===== src/rtl/bnn_pkg.sv =====
// Shared types and defaults for the BNN image front end.
package bnn_pkg;

  // Frame assembler states; the numeric values are visible on state_code.
  typedef enum logic [1:0] {
    ST_IDLE  = 2'd0,
    ST_RECV  = 2'd1,
    ST_FULL  = 2'd2,
    ST_ERROR = 2'd3
  } state_t;

  localparam int         IMG_BITS_DEF    = 900;
  localparam int         FRAME_BYTES_DEF = (IMG_BITS_DEF + 7) / 8;
  localparam logic [7:0] CMD_START_DEF   = 8'hA5;
  localparam int         COUNT_W         = 7;

  // Number of image bits a byte slot can hold when its top bit sits at index hi.
  // Only the final slot of a frame is ever narrower than a full byte.
  function automatic int slice_width(input int hi);
    return (hi >= 7) ? 8 : hi + 1;
  endfunction

endpackage


===== src/rtl/idle_timeout_counter.sv =====
// Saturating idle counter: counts cycles without a kick while run is high.
module idle_timeout_counter #(
  parameter int TIMEOUT_CYCLES = 1_000_000
) (
  input  logic clk,
  input  logic rst_n,
  input  logic kick,
  input  logic run,
  output logic expired
);

  localparam int            CW    = $clog2(TIMEOUT_CYCLES + 1);
  localparam logic [CW-1:0] LIMIT = CW'(TIMEOUT_CYCLES);

  logic [CW-1:0] count_reg;
  logic [CW-1:0] count_next;

  // Restart on activity or when not armed; otherwise climb and stick at the limit.
  always_comb begin
    count_next = count_reg;
    if (!run || kick) begin
      count_next = '0;
    end else if (count_reg != LIMIT) begin
      count_next = count_reg + 1'b1;
    end
  end

  // Counter register.
  always_ff @(posedge clk) begin
    if (!rst_n) begin
      count_reg <= '0;
    end else begin
      count_reg <= count_next;
    end
  end

  assign expired = run && (count_reg == LIMIT);

endmodule


===== src/rtl/image_frame_assembler.sv =====
// Collects a command-framed stream of SPI bytes into one wide image word.
module image_frame_assembler
  import bnn_pkg::*;
#(
  parameter int         IMG_BITS       = IMG_BITS_DEF,
  parameter int         FRAME_BYTES    = FRAME_BYTES_DEF,
  parameter logic [7:0] CMD_START      = CMD_START_DEF,
  parameter int         TIMEOUT_CYCLES = 1_000_000
) (
  input  logic                clk,
  input  logic                rst_n,
  input  logic [7:0]          spi_rx_data,
  input  logic                spi_byte_valid,
  output logic                byte_taken,
  output logic                rx_enable,
  input  logic                clear,
  output logic [IMG_BITS-1:0] img_out,
  output logic                img_valid,
  input  logic                img_taken,
  output logic [6:0]          byte_count,
  output logic                frame_error,
  output logic [1:0]          state_code
);

  state_t               state_reg;
  state_t               state_next;
  logic                 byte_taken_reg;
  logic [IMG_BITS-1:0]  img_reg;
  logic [IMG_BITS-1:0]  img_next;
  logic [COUNT_W-1:0]   byte_count_reg;
  logic                 frame_error_reg;

  logic accept;
  logic is_cmd;
  logic start;
  logic wr;
  logic last_byte;
  logic clr_img;
  logic expired;

  // A byte is consumed at most every other cycle, never while clear is pending.
  assign accept    = spi_byte_valid & rx_enable & ~byte_taken_reg & ~clear;
  assign is_cmd    = (spi_rx_data == CMD_START);
  assign start     = accept & is_cmd & ((state_reg == ST_IDLE) | (state_reg == ST_ERROR));
  assign wr        = accept & (state_reg == ST_RECV);
  assign last_byte = (byte_count_reg == COUNT_W'(FRAME_BYTES - 1));
  assign clr_img   = clear | start;

  idle_timeout_counter #(
    .TIMEOUT_CYCLES(TIMEOUT_CYCLES)
  ) u_idle_timeout (
    .clk    (clk),
    .rst_n  (rst_n),
    .kick   (wr),
    .run    (state_reg == ST_RECV),
    .expired(expired)
  );

  // One write slot per payload byte; the last slot keeps only the bits that fit.
  for (genvar gi = 0; gi < FRAME_BYTES; gi++) begin : g_byte
    localparam int                 HI  = IMG_BITS - 1 - 8 * gi;
    localparam int                 NB  = slice_width(HI);
    localparam logic [COUNT_W-1:0] IDX = COUNT_W'(gi);
    assign img_next[HI -: NB] = clr_img ? '0 :
                                (wr && (byte_count_reg == IDX)) ? spi_rx_data[7 -: NB] :
                                img_reg[HI -: NB];
  end

  // State register.
  always_ff @(posedge clk) begin
    if (!rst_n) begin
      state_reg <= ST_IDLE;
    end else begin
      state_reg <= state_next;
    end
  end

  // Next-state logic; clear overrides every other event.
  always_comb begin
    state_next = state_reg;
    if (clear) begin
      state_next = ST_IDLE;
    end else begin
      case (state_reg)
        ST_IDLE:  if (start) state_next = ST_RECV;
        ST_RECV: begin
          if (wr && last_byte) state_next = ST_FULL;
          else if (!wr && expired) state_next = ST_ERROR;
        end
        ST_FULL:  if (img_taken) state_next = ST_IDLE;
        ST_ERROR: if (start) state_next = ST_RECV;
        default:  state_next = ST_IDLE;
      endcase
    end
  end

  // State-decoded outputs: backpressure while a finished image waits.
  always_comb begin
    rx_enable  = (state_reg != ST_FULL);
    img_valid  = (state_reg == ST_FULL);
    state_code = state_reg;
  end

  // Datapath: image word, payload counter, acknowledge pulse and error flag.
  always_ff @(posedge clk) begin
    if (!rst_n) begin
      byte_taken_reg  <= 1'b0;
      img_reg         <= '0;
      byte_count_reg  <= '0;
      frame_error_reg <= 1'b0;
    end else begin
      byte_taken_reg <= accept;
      img_reg        <= img_next;
      if (clear || start) begin
        byte_count_reg  <= '0;
        frame_error_reg <= 1'b0;
      end else if (wr) begin
        byte_count_reg <= byte_count_reg + 1'b1;
      end else if ((state_reg == ST_FULL) && img_taken) begin
        byte_count_reg <= '0;
      end else if ((state_reg == ST_RECV) && expired) begin
        frame_error_reg <= 1'b1;
      end
    end
  end

  assign byte_taken  = byte_taken_reg;
  assign img_out     = img_reg;
  assign byte_count  = byte_count_reg;
  assign frame_error = frame_error_reg;

endmodule


===== config.mk =====
export PLATFORM = sky130hd
export DESIGN_NAME = image_frame_assembler
export DESIGN_NICKNAME = d
export VERILOG_FILES = /design/src/rtl/bnn_pkg.sv /design/src/rtl/idle_timeout_counter.sv /design/src/rtl/image_frame_assembler.sv
export SDC_FILE = /design/constraint.sdc
export NUM_CORES = 2
export LEC_CHECK = 0
export ABC_AREA = 1
export BUFFER_PORTS_ARGS = -buffer_cell sky130_fd_sc_hd__buf_4
export CORE_AREA = 2 2 361 363
export DETAILED_ROUTE_END_ITERATION = 10
export DIE_AREA = 0 0 363 365
export GPL_TIMING_DRIVEN = 1
export PLACE_DENSITY_LB_ADDON = 0.2
export SYNTH_ARGS = -nofsm -noshare
export SYNTH_HDL_FRONTEND = slang
export SYNTH_HIERARCHICAL = 1
export SYNTH_SLANG_ARGS = --single-unit

===== constraint.sdc =====
create_clock -name clk -period 4.8 [get_ports clk]
set_input_delay 0.48 -clock clk [delete_from_list [all_inputs] [get_ports clk]]
set_output_delay 0.48 -clock clk [all_outputs]
set_load 0.005 [all_outputs]

==> summary.md <==
The share of synthesized cell area in and, or, nand and nor gates was 0.3585. The number of antenna violations at the first check in global routing is 5. The area share of the leading cell type in the synthesized netlist works out to 0.5402. The worst register-to-register path ends at byte_count[6]. For the max-slew headroom at the worst pin, the log shows 0.3017. For the number of max-cap violations, the log shows 0. In the final design database the tool counted 5277 nets. In the routed layout, each cell is associated on average with a via count of 4.637.

The number of hold-slack violations in the final timing report is 0, and the number of flip-flops under the largest register name is 900. The logs give 114.4 ps for the hold slack and 926 for the I/O pin count. VDD sags by at most 0.2720 mV.

Summed over all layers, the global routing overflow is 0. TritonCTS created 106 clock buffers. Along the worst hold path, the cell count comes to 3.

The run gives 0 as the remaining design rule violation count. The synthesized-area fraction occupied by adder cells was 0.003264. TritonCTS built the clock tree. The part of the Yosys area used for sequential elements was 0.5402. The origin of the critical flop-to-flop path is byte_count[1]. The tools report the hold path startpoint as spi_byte_valid. The signal on the critical path passes through ha_1, inv_1, nor2_1, inv_1, nor2_2, clkinv_1, o21ai_0, o21ai_0. The peak-usage layer in the global routing report was met2.

The synthesized area per cell was 7.789 µm²; the met2 global-route usage was 0.3714. The period utilization came out at 0.8352. The max-slew violation count was 0.

The share of cell area taken by muxes after synthesis works out to 0. The H-tree was split into 3 levels. Once detail routing completed, the nets flagged for antenna violations numbered 0. The tools report the floorplan die area as 132500 µm². Initial standard-cell utilization of the core: 0.2681. Routability-driven placement finished with a final weighted congestion of 0.7978.

The synthesized design contains 931 register bits. The growth of design area from synthesis to finish was 35.02%. The areal power density over the cells is 357.6 nW/µm². The tree is rooted in a sky130_fd_sc_hd__clkbuf_16.

Counting every sink on the clock net gives 931. For this run, the number of Yosys warnings is 6. Largest area contributor in the synthesized netlist: sky130_fd_sc_hd__dfxtp_1.

The worst setup path is launched from a flip-flop. The fraction of final layout cells with drive strength greater than 1 came out at 0.2579. The worst setup path is captured at a flip-flop.

The critical path in this run is classified as flip-flop to flip-flop. The worst path meets setup with 791.0 ps of slack. The global routing usage summed across all routing layers was 0.2247; the first-pass GRT wire length was 219900 µm.

The logs give 34500 µm² for the post-synthesis instance area and 46580 µm² for the final design area excluding fillers. For this design the static power due to leakage is 0.01908 µW. Dividing the detail-routed wire length by the instance count gives 22.25 µm.

Setup repair after global routing left no endpoint under its margin. The worst min-delay path category is input port to flip-flop. The tools report the via count of the first global-routing pass as 30330. The logs give 39 for the unique cell type count in the Yosys netlist and 0 for the setup violation total in the final timing report. Entering global routing, the biggest net connects 150 pins. Cell with the largest stage delay on the worst path: sky130_fd_sc_hd__nor2_2. The tools report the worst hold endpoint as byte_taken. The tools report the post-route core utilization as 0.3621.

The first detailed-routing pass took 5 iterations. The fmax came out at 249.4 MHz. The flow ran to the end, and the final reports show no timing, DRC or antenna violations. The run gives 0.06903 as the global-route met3 utilization. The floorplan step set the die height to 365 µm. The synthesized-area fraction occupied by ao, oa, aoi and oai cells is 0.04116. The number of core rows came out at 132. From left edge to right edge, the die measures 363 µm.

The number of input and output port buffers inserted is 925, and the number of instances resized during post-cts repair is 0. After routing, the total negative slack on setup checks comes to 0 ps. Of all nets on the critical path, the largest fanout is 22. The signal arrival time at the worst endpoint was 4590 ps; the number of filler instances in the final layout was 13460. The slew of the pin with the lowest slew margin was 1046 ps; the worst stage delay on the critical path was 850 ps. The HPWL after detailed placement is 105500 µm.

For the worst-skew pair, the clock arrives at the later sink with an insertion delay of 730 ps. The run gives 0.2745 as the met1 demand-to-capacity share in global routing. The minimum period implied by the final worst setup slack is 4009 ps. After detailed placement, the total cell area comes to 42910 µm². The routed wire length is 156200 µm, and the xor/xnor share of the synthesized area is 0.0002539.

At the placement stage, the worst setup path has a slack of 566.1 ps. Yosys attributes the largest share of cell area to sky130_fd_sc_hd__dfxtp_1 54%, sky130_fd_sc_hd__nor2_1 14%, sky130_fd_sc_hd__nor3_1 11%, sky130_fd_sc_hd__nand2_1 4.9%, sky130_fd_sc_hd__a21oi_1 3.8%. The setup slack on the worst flop-to-flop path was 790 ps; the synthesized instance count was 4429. The post-route clock skew was 35.52 ps. After floorplanning, the core was sized to cover 128700 µm².

Cell depth of the worst flop-to-flop path: 8. The dominant combinational cell family by area after synthesis is simple AND/OR/NAND/NOR gates. Data on the critical path is required at its endpoint by 5380 ps. The routed layout has 32560 vias. The synthesized net count was 4451; the clock input transition at the sequential cells of the worst setup and hold paths was 60 ps.

The logs give 3 for the maximum clock path buffer count and 2529 for the initial DRC count.
-- critical path: cells and delay by family (launching register included) --
family	cells	cell delay, ps
AND/OR/NAND/NOR	2	1640
AO/OA/AOI/OAI	2	490
adder cells (fa/ha/maj)	1	260
flip-flops	1	470
buffers and inverters	3	1010
-- where the power goes --
group / switching, µW / leakage, µW / internal, µW
sequential: 0.333 / 0.00749 / 7730
clock: 3450 / 0.00180 / 5070
combinational: 365 / 0.00979 / 38.4
-- stage by stage --
step           instances  total power, µW
2_1_floorplan       4429             8122
5_1_grt             7019            17160
3_5_place_dp        6821             8305
4_1_cts             7018            16850
3_3_place_gp        6821             8307
6_report            7020            16660
-- layout by cell type (no fill, tap or decap), types with 9 or more instances in the layout --
cell type / instances
sky130_fd_sc_hd__nand2_1: 451
sky130_fd_sc_hd__clkbuf_16: 109
sky130_fd_sc_hd__buf_4: 956
sky130_fd_sc_hd__nor2_4: 9
sky130_fd_sc_hd__clkbuf_1: 27
sky130_fd_sc_hd__inv_1: 136
sky130_fd_sc_hd__inv_2: 62
sky130_fd_sc_hd__dfxtp_1: 931
sky130_fd_sc_hd__nor2_1: 1324
sky130_fd_sc_hd__clkinv_2: 12
sky130_fd_sc_hd__a21oi_1: 263
sky130_fd_sc_hd__nand2_2: 28
sky130_fd_sc_hd__nor3_2: 81
sky130_fd_sc_hd__nor3_1: 736
sky130_fd_sc_hd__nor3b_1: 40
sky130_fd_sc_hd__clkbuf_8: 31
sky130_fd_sc_hd__ha_1: 9
sky130_fd_sc_hd__clkinv_4: 12
sky130_fd_sc_hd__nor2_2: 24
sky130_fd_sc_hd__nand3_1: 21
sky130_fd_sc_hd__nand2_8: 10
-- cell type report --
cell class / instances / area (µm²) / area share
multi-input combinational: 3033 / 13940 / 0.2992
clock buffer: 167 / 3256 / 0.06989
sequential: 931 / 18640 / 0.4001
tap: 1675 / 2096 / 0.04499
timing repair buffer: 971 / 7397 / 0.1588
antenna: 2 / 5.005 / 0.0001074
clock inverter: 29 / 402.9 / 0.008649
inverter: 212 / 848.3 / 0.01821
-- Yosys cell counts --
cell and n:
sky130_fd_sc_hd__buf_12 1, sky130_fd_sc_hd__nand2_1 451, sky130_fd_sc_hd__a31oi_1 1, sky130_fd_sc_hd__ha_1 9
sky130_fd_sc_hd__o21ai_2 1, sky130_fd_sc_hd__nand3_1 22, sky130_fd_sc_hd__buf_4 8, sky130_fd_sc_hd__a32oi_1 1
sky130_fd_sc_hd__nor2_1 1326, sky130_fd_sc_hd__nor3b_1 40, sky130_fd_sc_hd__nand4_2 1, sky130_fd_sc_hd__nor2_2 23
sky130_fd_sc_hd__nor2_4 8, sky130_fd_sc_hd__o21ai_0 8, sky130_fd_sc_hd__inv_2 62, sky130_fd_sc_hd__a21oi_1 263
sky130_fd_sc_hd__clkinv_4 10, sky130_fd_sc_hd__inv_1 137, sky130_fd_sc_hd__o211ai_1 2, sky130_fd_sc_hd__nor3_2 81
sky130_fd_sc_hd__nor3_4 1, sky130_fd_sc_hd__nand3_2 3, sky130_fd_sc_hd__o21ai_1 5, sky130_fd_sc_hd__nor2b_1 1
sky130_fd_sc_hd__or2_2 2, sky130_fd_sc_hd__buf_2 87, sky130_fd_sc_hd__xor2_1 1, sky130_fd_sc_hd__buf_1 24
sky130_fd_sc_hd__clkinv_1 2, sky130_fd_sc_hd__nor3_1 736, sky130_fd_sc_hd__nand3_4 1, sky130_fd_sc_hd__nand4_1 4
sky130_fd_sc_hd__inv_4 1, sky130_fd_sc_hd__dfxtp_1 931, sky130_fd_sc_hd__clkbuf_1 133, sky130_fd_sc_hd__nand2_2 28
sky130_fd_sc_hd__nor2_8 2, sky130_fd_sc_hd__nand2_4 2, sky130_fd_sc_hd__nand2_8 10
-- what timing repair did --
| action | CTS | global route |
|---|---|---|
| hold buffers | 1 | 0 |
| hold endpoints to repair | 1 | 0 |
| buffers inserted | 0 | 0 |
| endpoints found under the setup margin | 0 | 0 |
-- worst max-delay path by stage --
stage	from	end	slack, ps
after CTS	byte_count[0]	byte_count[6]	540
after floorplan	state_code[0]	img_out[139]	2750
final	byte_count[1]	byte_count[6]	790
after global placement	byte_count[1]	byte_count[6]	580
after detailed placement	byte_count[0]	byte_count[6]	570
after global routing	byte_count[0]	byte_count[6]	320
-- cells by family (layout without fill, tap and decap cells) --
group,count (synthesis),after routing
compound gates,281,281
buf+inv,465,1379
flops,931,931
simple gates,2742,2742
fa+ha+maj,9,9
xor+xnor,1,1
other cells,0,2
-- per-layer routing --
metal	vias to the layer above	share of wire
met3	212	0.083
met4	0	0.034
li1	15940	-
met1	15340	0.41
met5	-	0
met2	1062	0.47
No activity file was read; power rests on OpenSTA's default activity.
